==> config.mk <==
export PLATFORM = sky130hd
export DESIGN_NAME = pipe_ctrl
export DESIGN_NICKNAME = d
export VERILOG_FILES = /design/src/rtl/pipe_ctrl_pkg.sv /design/src/rtl/pipe_ctrl_wdog.sv /design/src/rtl/pipe_ctrl.sv
export SDC_FILE = /design/constraint.sdc
export NUM_CORES = 1
export LEC_CHECK = 0
export BUFFER_PORTS_ARGS = -buffer_cell sky130_fd_sc_hd__buf_2
export CAP_MARGIN = 20
export CELL_PAD_IN_SITES_DETAIL_PLACEMENT = 0
export CELL_PAD_IN_SITES_GLOBAL_PLACEMENT = 1
export CORE_MARGIN = 2
export CORE_UTILIZATION = 23
export DETAILED_ROUTE_END_ITERATION = 7
export GPL_ROUTABILITY_DRIVEN = 0
export PLACE_DENSITY = 0.72
export RECOVER_POWER = 50
export SLEW_MARGIN = 15
export SYNTH_ARGS = -nofsm -noshare
export SYNTH_HDL_FRONTEND = slang
export SYNTH_SLANG_ARGS = --single-unit
==> constraint.sdc <==
create_clock -name clk -period 4.3 [get_ports clk]
set_input_delay 0.215 -clock clk [delete_from_list [all_inputs] [get_ports clk]]
set_output_delay 0.215 -clock clk [all_outputs]
set_load 0.02 [all_outputs]
==> src/rtl/pipe_ctrl_pkg.sv <==
// Shared definitions for the pipeline sequencer: stall bus encodings, exception codes, FSM states.
package pipe_ctrl_pkg;

  localparam int unsigned STALL_W     = 6;
  localparam int unsigned REFILL_CW   = 4;

  localparam logic STOP    = 1'b1;
  localparam logic NO_STOP = 1'b0;

  localparam logic [31:0] ZERO_WORD = 32'h0000_0000;

  localparam logic [31:0] EXC_INTERRUPT = 32'h0000_0001;
  localparam logic [31:0] EXC_SYSCALL   = 32'h0000_0008;
  localparam logic [31:0] EXC_INST_INV  = 32'h0000_000a;
  localparam logic [31:0] EXC_TRAP      = 32'h0000_000d;
  localparam logic [31:0] EXC_OV        = 32'h0000_000c;
  localparam logic [31:0] EXC_ERET      = 32'h0000_000e;

  localparam logic [STALL_W-1:0] STALL_MEM  = 6'b011111;
  localparam logic [STALL_W-1:0] STALL_EX   = 6'b001111;
  localparam logic [STALL_W-1:0] STALL_ID   = 6'b000111;
  localparam logic [STALL_W-1:0] STALL_IF   = 6'b000011;
  localparam logic [STALL_W-1:0] STALL_NONE = 6'b000000;

  typedef enum logic [0:0] {
    ST_IDLE   = 1'b0,
    ST_REFILL = 1'b1
  } state_e;

  function automatic logic [STALL_W-1:0] encode_stall(input logic req_if, input logic req_id,
                                                      input logic req_ex, input logic req_mem);
    if (req_mem)     return STALL_MEM;
    else if (req_ex) return STALL_EX;
    else if (req_id) return STALL_ID;
    else if (req_if) return STALL_IF;
    else             return STALL_NONE;
  endfunction

endpackage

==> src/rtl/pipe_ctrl_wdog.sv <==
// Consecutive-stall counter for the stall watchdog; flags when the count has reached WDOG_LIMIT.
module pipe_ctrl_wdog #(
  parameter int unsigned WDOG_LIMIT = 1024
) (
  input  logic clk,
  input  logic rst,
  input  logic stall_any,
  input  logic flush,
  output logic at_limit
);

  localparam int unsigned W = $clog2(WDOG_LIMIT + 1);

  logic [W-1:0] cnt_q, cnt_d;

  assign at_limit = (cnt_q == W'(WDOG_LIMIT));

  always_comb begin
    cnt_d = cnt_q;
    if (flush || !stall_any) cnt_d = '0;
    else if (!at_limit)      cnt_d = cnt_q + W'(1);
  end

  always_ff @(posedge clk or posedge rst) begin
    if (rst) cnt_q <= '0;
    else     cnt_q <= cnt_d;
  end

endmodule

==> src/rtl/pipe_ctrl.sv <==
// Pipeline sequencer: stall merge, exception flush/redirect, refill guard, stall cycle counter.
// Optional stall watchdog trap enabled by macro PIPE_CTRL_STALL_WATCHDOG_EN.
module pipe_ctrl
  import pipe_ctrl_pkg::*;
#(
  parameter logic [31:0] EXC_VECTOR    = 32'h0000_0020,
  parameter int unsigned REFILL_CYCLES = 2,
  parameter int unsigned WDOG_LIMIT    = 1024,
  parameter int unsigned CNT_W         = 32
) (
  input  logic             clk,
  input  logic             rst,
  input  logic             stallreq_from_if,
  input  logic             stallreq_from_id,
  input  logic             stallreq_from_ex,
  input  logic             stallreq_from_mem,
  input  logic [31:0]      excepttype_i,
  input  logic [31:0]      cp0_epc_i,
  output logic [5:0]       stall,
  output logic             flush,
  output logic [31:0]      new_pc,
  output logic             busy_o,
  output logic [CNT_W-1:0] stall_cycles_o,
  output logic             wdog_timeout_o
);

  state_e                 state_q, state_d;
  logic [REFILL_CW-1:0]   refill_cnt_q, refill_cnt_d;
  logic [CNT_W-1:0]       stall_cycles_q, stall_cycles_d;

  logic [STALL_W-1:0]     stall_req;
  logic [STALL_W-1:0]     stall_c;
  logic                   flush_c;
  logic [31:0]            new_pc_c;
  logic                   timeout_c;
  logic                   wdog_hit;

  assign stall_req = encode_stall(stallreq_from_if, stallreq_from_id,
                                  stallreq_from_ex, stallreq_from_mem);

`ifdef PIPE_CTRL_STALL_WATCHDOG_EN
  pipe_ctrl_wdog #(
    .WDOG_LIMIT (WDOG_LIMIT)
  ) u_wdog (
    .clk       (clk),
    .rst       (rst),
    .stall_any (stall_c != STALL_NONE),
    .flush     (flush_c),
    .at_limit  (wdog_hit)
  );
`else
  assign wdog_hit = 1'b0;
`endif

  always_comb begin
    state_d      = state_q;
    refill_cnt_d = refill_cnt_q;
    stall_c      = stall_req;
    flush_c      = 1'b0;
    new_pc_c     = ZERO_WORD;
    timeout_c    = 1'b0;
    case (state_q)
      ST_IDLE: begin
        // A real exception outranks a pending watchdog trap, which then simply never fires.
        if (excepttype_i != ZERO_WORD) begin
          flush_c      = 1'b1;
          stall_c      = STALL_NONE;
          new_pc_c     = (excepttype_i == EXC_ERET) ? cp0_epc_i : EXC_VECTOR;
          state_d      = ST_REFILL;
          refill_cnt_d = REFILL_CW'(REFILL_CYCLES - 1);
        end else if (wdog_hit && stall_req != STALL_NONE) begin
          flush_c      = 1'b1;
          stall_c      = STALL_NONE;
          new_pc_c     = EXC_VECTOR;
          timeout_c    = 1'b1;
          state_d      = ST_REFILL;
          refill_cnt_d = REFILL_CW'(REFILL_CYCLES - 1);
        end
      end
      ST_REFILL: begin
        if (refill_cnt_q == '0) state_d = ST_IDLE;
        else                    refill_cnt_d = refill_cnt_q - REFILL_CW'(1);
      end
      default: state_d = ST_IDLE;
    endcase
  end

  always_comb begin
    stall_cycles_d = stall_cycles_q;
    if (stall_c[0] == STOP && !(&stall_cycles_q)) stall_cycles_d = stall_cycles_q + CNT_W'(1);
  end

  always_ff @(posedge clk or posedge rst) begin
    if (rst) begin
      state_q        <= ST_IDLE;
      refill_cnt_q   <= '0;
      stall_cycles_q <= '0;
    end else begin
      state_q        <= state_d;
      refill_cnt_q   <= refill_cnt_d;
      stall_cycles_q <= stall_cycles_d;
    end
  end

  // Reset forces all Mealy outputs quiet even though the request inputs may be active.
  assign stall          = rst ? STALL_NONE : stall_c;
  assign flush          = rst ? 1'b0 : flush_c;
  assign new_pc         = rst ? ZERO_WORD : new_pc_c;
  assign wdog_timeout_o = rst ? 1'b0 : timeout_c;
  assign busy_o         = !rst && (state_q != ST_IDLE);
  assign stall_cycles_o = stall_cycles_q;

endmodule

==> results_dict.tcl <==
set metrics [dict create \
    maxCapViolCount 1 \
    rrSetupSlack_ns 1.67 \
    drc_errors 0 \
    cts_buffers 5 \
    area_delta_synth_final_pct 41.3 \
    cp_cell_sequence "ha_1, nand3_2, or4_4, or3_4, nand3_1, nor4_1, xor2_1" \
    portBuffers 140 \
    async_reset_ff_frac 1.00 \
    ctsResizeCount 0 \
    synth_top_area_cell "dfrtp_1" \
    initial_utilization 0.234 \
    grt_use_total 0.124 \
    die_w_um 101 \
    dp_hpwl_um 5350 \
    num_vias 2185 \
    final_antenna_net_count 0 \
    worstPathArrival_ns 2.78 \
    fin_nets 448 \
    synth-seq-cells 37 \
    worstMarginPinSlew_ns 2.00 \
    seq_area_frac_synth 0.431 \
    tns_ns 0 \
    grt.overflow.total 0 \
    timing.final.crit_share 0.611 \
    leakagePower_nw 1.59 \
    drv_slew 38 \
    ff_latch_area_um2 926 \
    outcome "complete, but fails checks" \
    post_cts_buffers 0 \
    power.total_w 0.000920 \
    drt-wirelength-per-cell_um 13.5 \
    crit_type "flop to flop" \
    grt_pass1_vias 2040 \
    setup_violations 0 \
    drtIter0Drc 72 \
    cts_hold_buf 0 \
    crit_path_end_kind "flop" \
    clock_latency_ns 0.29 \
    yosys_warnings 0 \
    grt_max_degree 38 \
    worst_ir_drop_vdd_v 0.000317 \
    cts_tree "yes" \
    start_kind "flop" \
    hold_class "flop to flop" \
    viasPerCell 4.48 \
    synth_area_leaders "dfrtp_1 (43%), and2_1 (9.9%), xor2_1 (9.0%)" \
    slew_headroom -0.337 \
    nFillCells 981 \
    max_freq_mhz 381 \
    syn-cell-area_um2 2150 \
    die_area_um2 10100 \
    ioPinCount 143 \
    synthesis.instances 234 \
    multi_input_area_um2 1140 \
    clock-sinks 37 \
    grt_pass1_wl_um 9840 \
    yosys.area.top_type_share 0.431 \
    violations "capacitance limit, slew limit" \
    wl_um 6570 \
    dr.pass1.iters 4 \
    fin_skew_ns 0.00763 \
    synthDistinctLibCells 33 \
    crit_slowest_cell "or4_4" \
    layout-drive-gt1-share 0.329 \
    slowest_delay_ns 0.58 \
    synth_edf_count 0 \
    row_count 35 \
    crit_path_max_fanout 15 \
    cts_buffer_depth 2 \
    period_needed_ns 2.63 \
    ys.flop_type "dfrtp_1" \
    syn_avg_cell_area_um2 9.17 \
    p_per_area_nw_per_um2 304 \
    htreeDepth 2 \
    cp.required_ns 4.45 \
    clockRootBuffer "clkbuf_8" \
    rsz0062_at_grt "no" \
    antenna_found_initial 0 \
    core-area_um2 9150 \
    antennaDiodeCount 0 \
    die_h_um 101 \
    path_clk_slew_ns 0.08 \
    hold_viol 0 \
]
==> through the flow <==
stage	utilization	hold slack, ns	cell area (um^2)	setup slack, ns	std cells
finish	0.331	0.491	3030	1.67	488
detailed placement	0.323	0.414	2960	1.70	480
floorplan	-	0.400	2150	1.81	235
CTS	0.336	0.104	3080	1.67	488
global placement	0.323	0.407	2960	1.76	480
global route	0.331	0.516	3030	1.47	488
==> registers in the layout, summed over array words and instances (netlist names) <==
| register | cells |
|---|---|
| state_q | 1 |
| refill_cnt_q | 4 |
| stall_cycles_o | 32 |
==> worst paths after layout <==
kind                                    start            endpoint  cells after the start
max reg2reg                 stall_cycles_o[0]  stall_cycles_o[25]                      7
min                        stall_cycles_o[31]  stall_cycles_o[31]                      1
min in group asynchronous                 rst     refill_cnt_q[0]                      3
max                         stall_cycles_o[0]  stall_cycles_o[25]                      7
max in group asynchronous                 rst  stall_cycles_o[26]                      3
min reg2reg                stall_cycles_o[31]  stall_cycles_o[31]                      1
==> layout by cell type, fill, tap and decap left out, drive strengths merged, types with 3 or more instances in the layout <==
master  instances
clkbuf         41
buf           107
nor4           17
nor2           18
xor2           22
xnor2          11
dfrtp          37
and2           34
and3            5
nand4           9
nand3          12
nand2          20
inv             9
nor3           13
and4            3
==> routing by layer <==
layer,GRT usage,routed length (um)
met5,0,0
met1,0.128,2580
met3,0.0291,488
met4,0.0516,214
met2,0.236,3280
==> worst max-delay path, delay by kind of cell (launching register included) <==
family        cells  cell delay (ns)
xor+xnor          1             0.17
flops             1             0.41
simple gates      5             1.71
fa+ha+maj         1             0.20
==> synth_stat cells, types with 2 or more instances <==
cell	instances
and2_1	34
nand4_1	8
nor3_1	13
dfrtp_1	37
and3_1	5
nand3_1	11
ha_1	2
or2_2	2
buf_4	4
and4_1	2
inv_1	9
nor2_1	18
clkbuf_1	3
xor2_1	22
xnor2_1	11
nand2_1	20
nor4_1	17
==> cell families after synthesis <==
logic type,after synthesis,synth area share
muxes,1,0.00525
and+or+nand+nor,138,0.359
buffers and inverters,17,0.0402
AOI/OAI and AO/OA,5,0.0157
adders and majority gates,2,0.0117
xor gates and xnor gates,33,0.135
other,1,0.00175
DFF,37,0.431
==> report_power, final <==
group	internal [W]	total, W	leakage [nW]	switching [W]
logic	0.0000748	0.000186	1.06	0.000111
clock network	0.000189	0.000311	0.0574	0.000123
registers	0.000380	0.000423	0.479	0.0000428
==> layout make-up <==
cell class | count | area share
sequential | 37 | 0.305
tap | 111 | 0.0458
clock buffer | 6 | 0.0272
inverter | 9 | 0.0111
timing repair buffer | 142 | 0.221
clock inverter | 2 | 0.0124
multi-input combinational | 181 | 0.377
(Power assumes the default switching activity.)
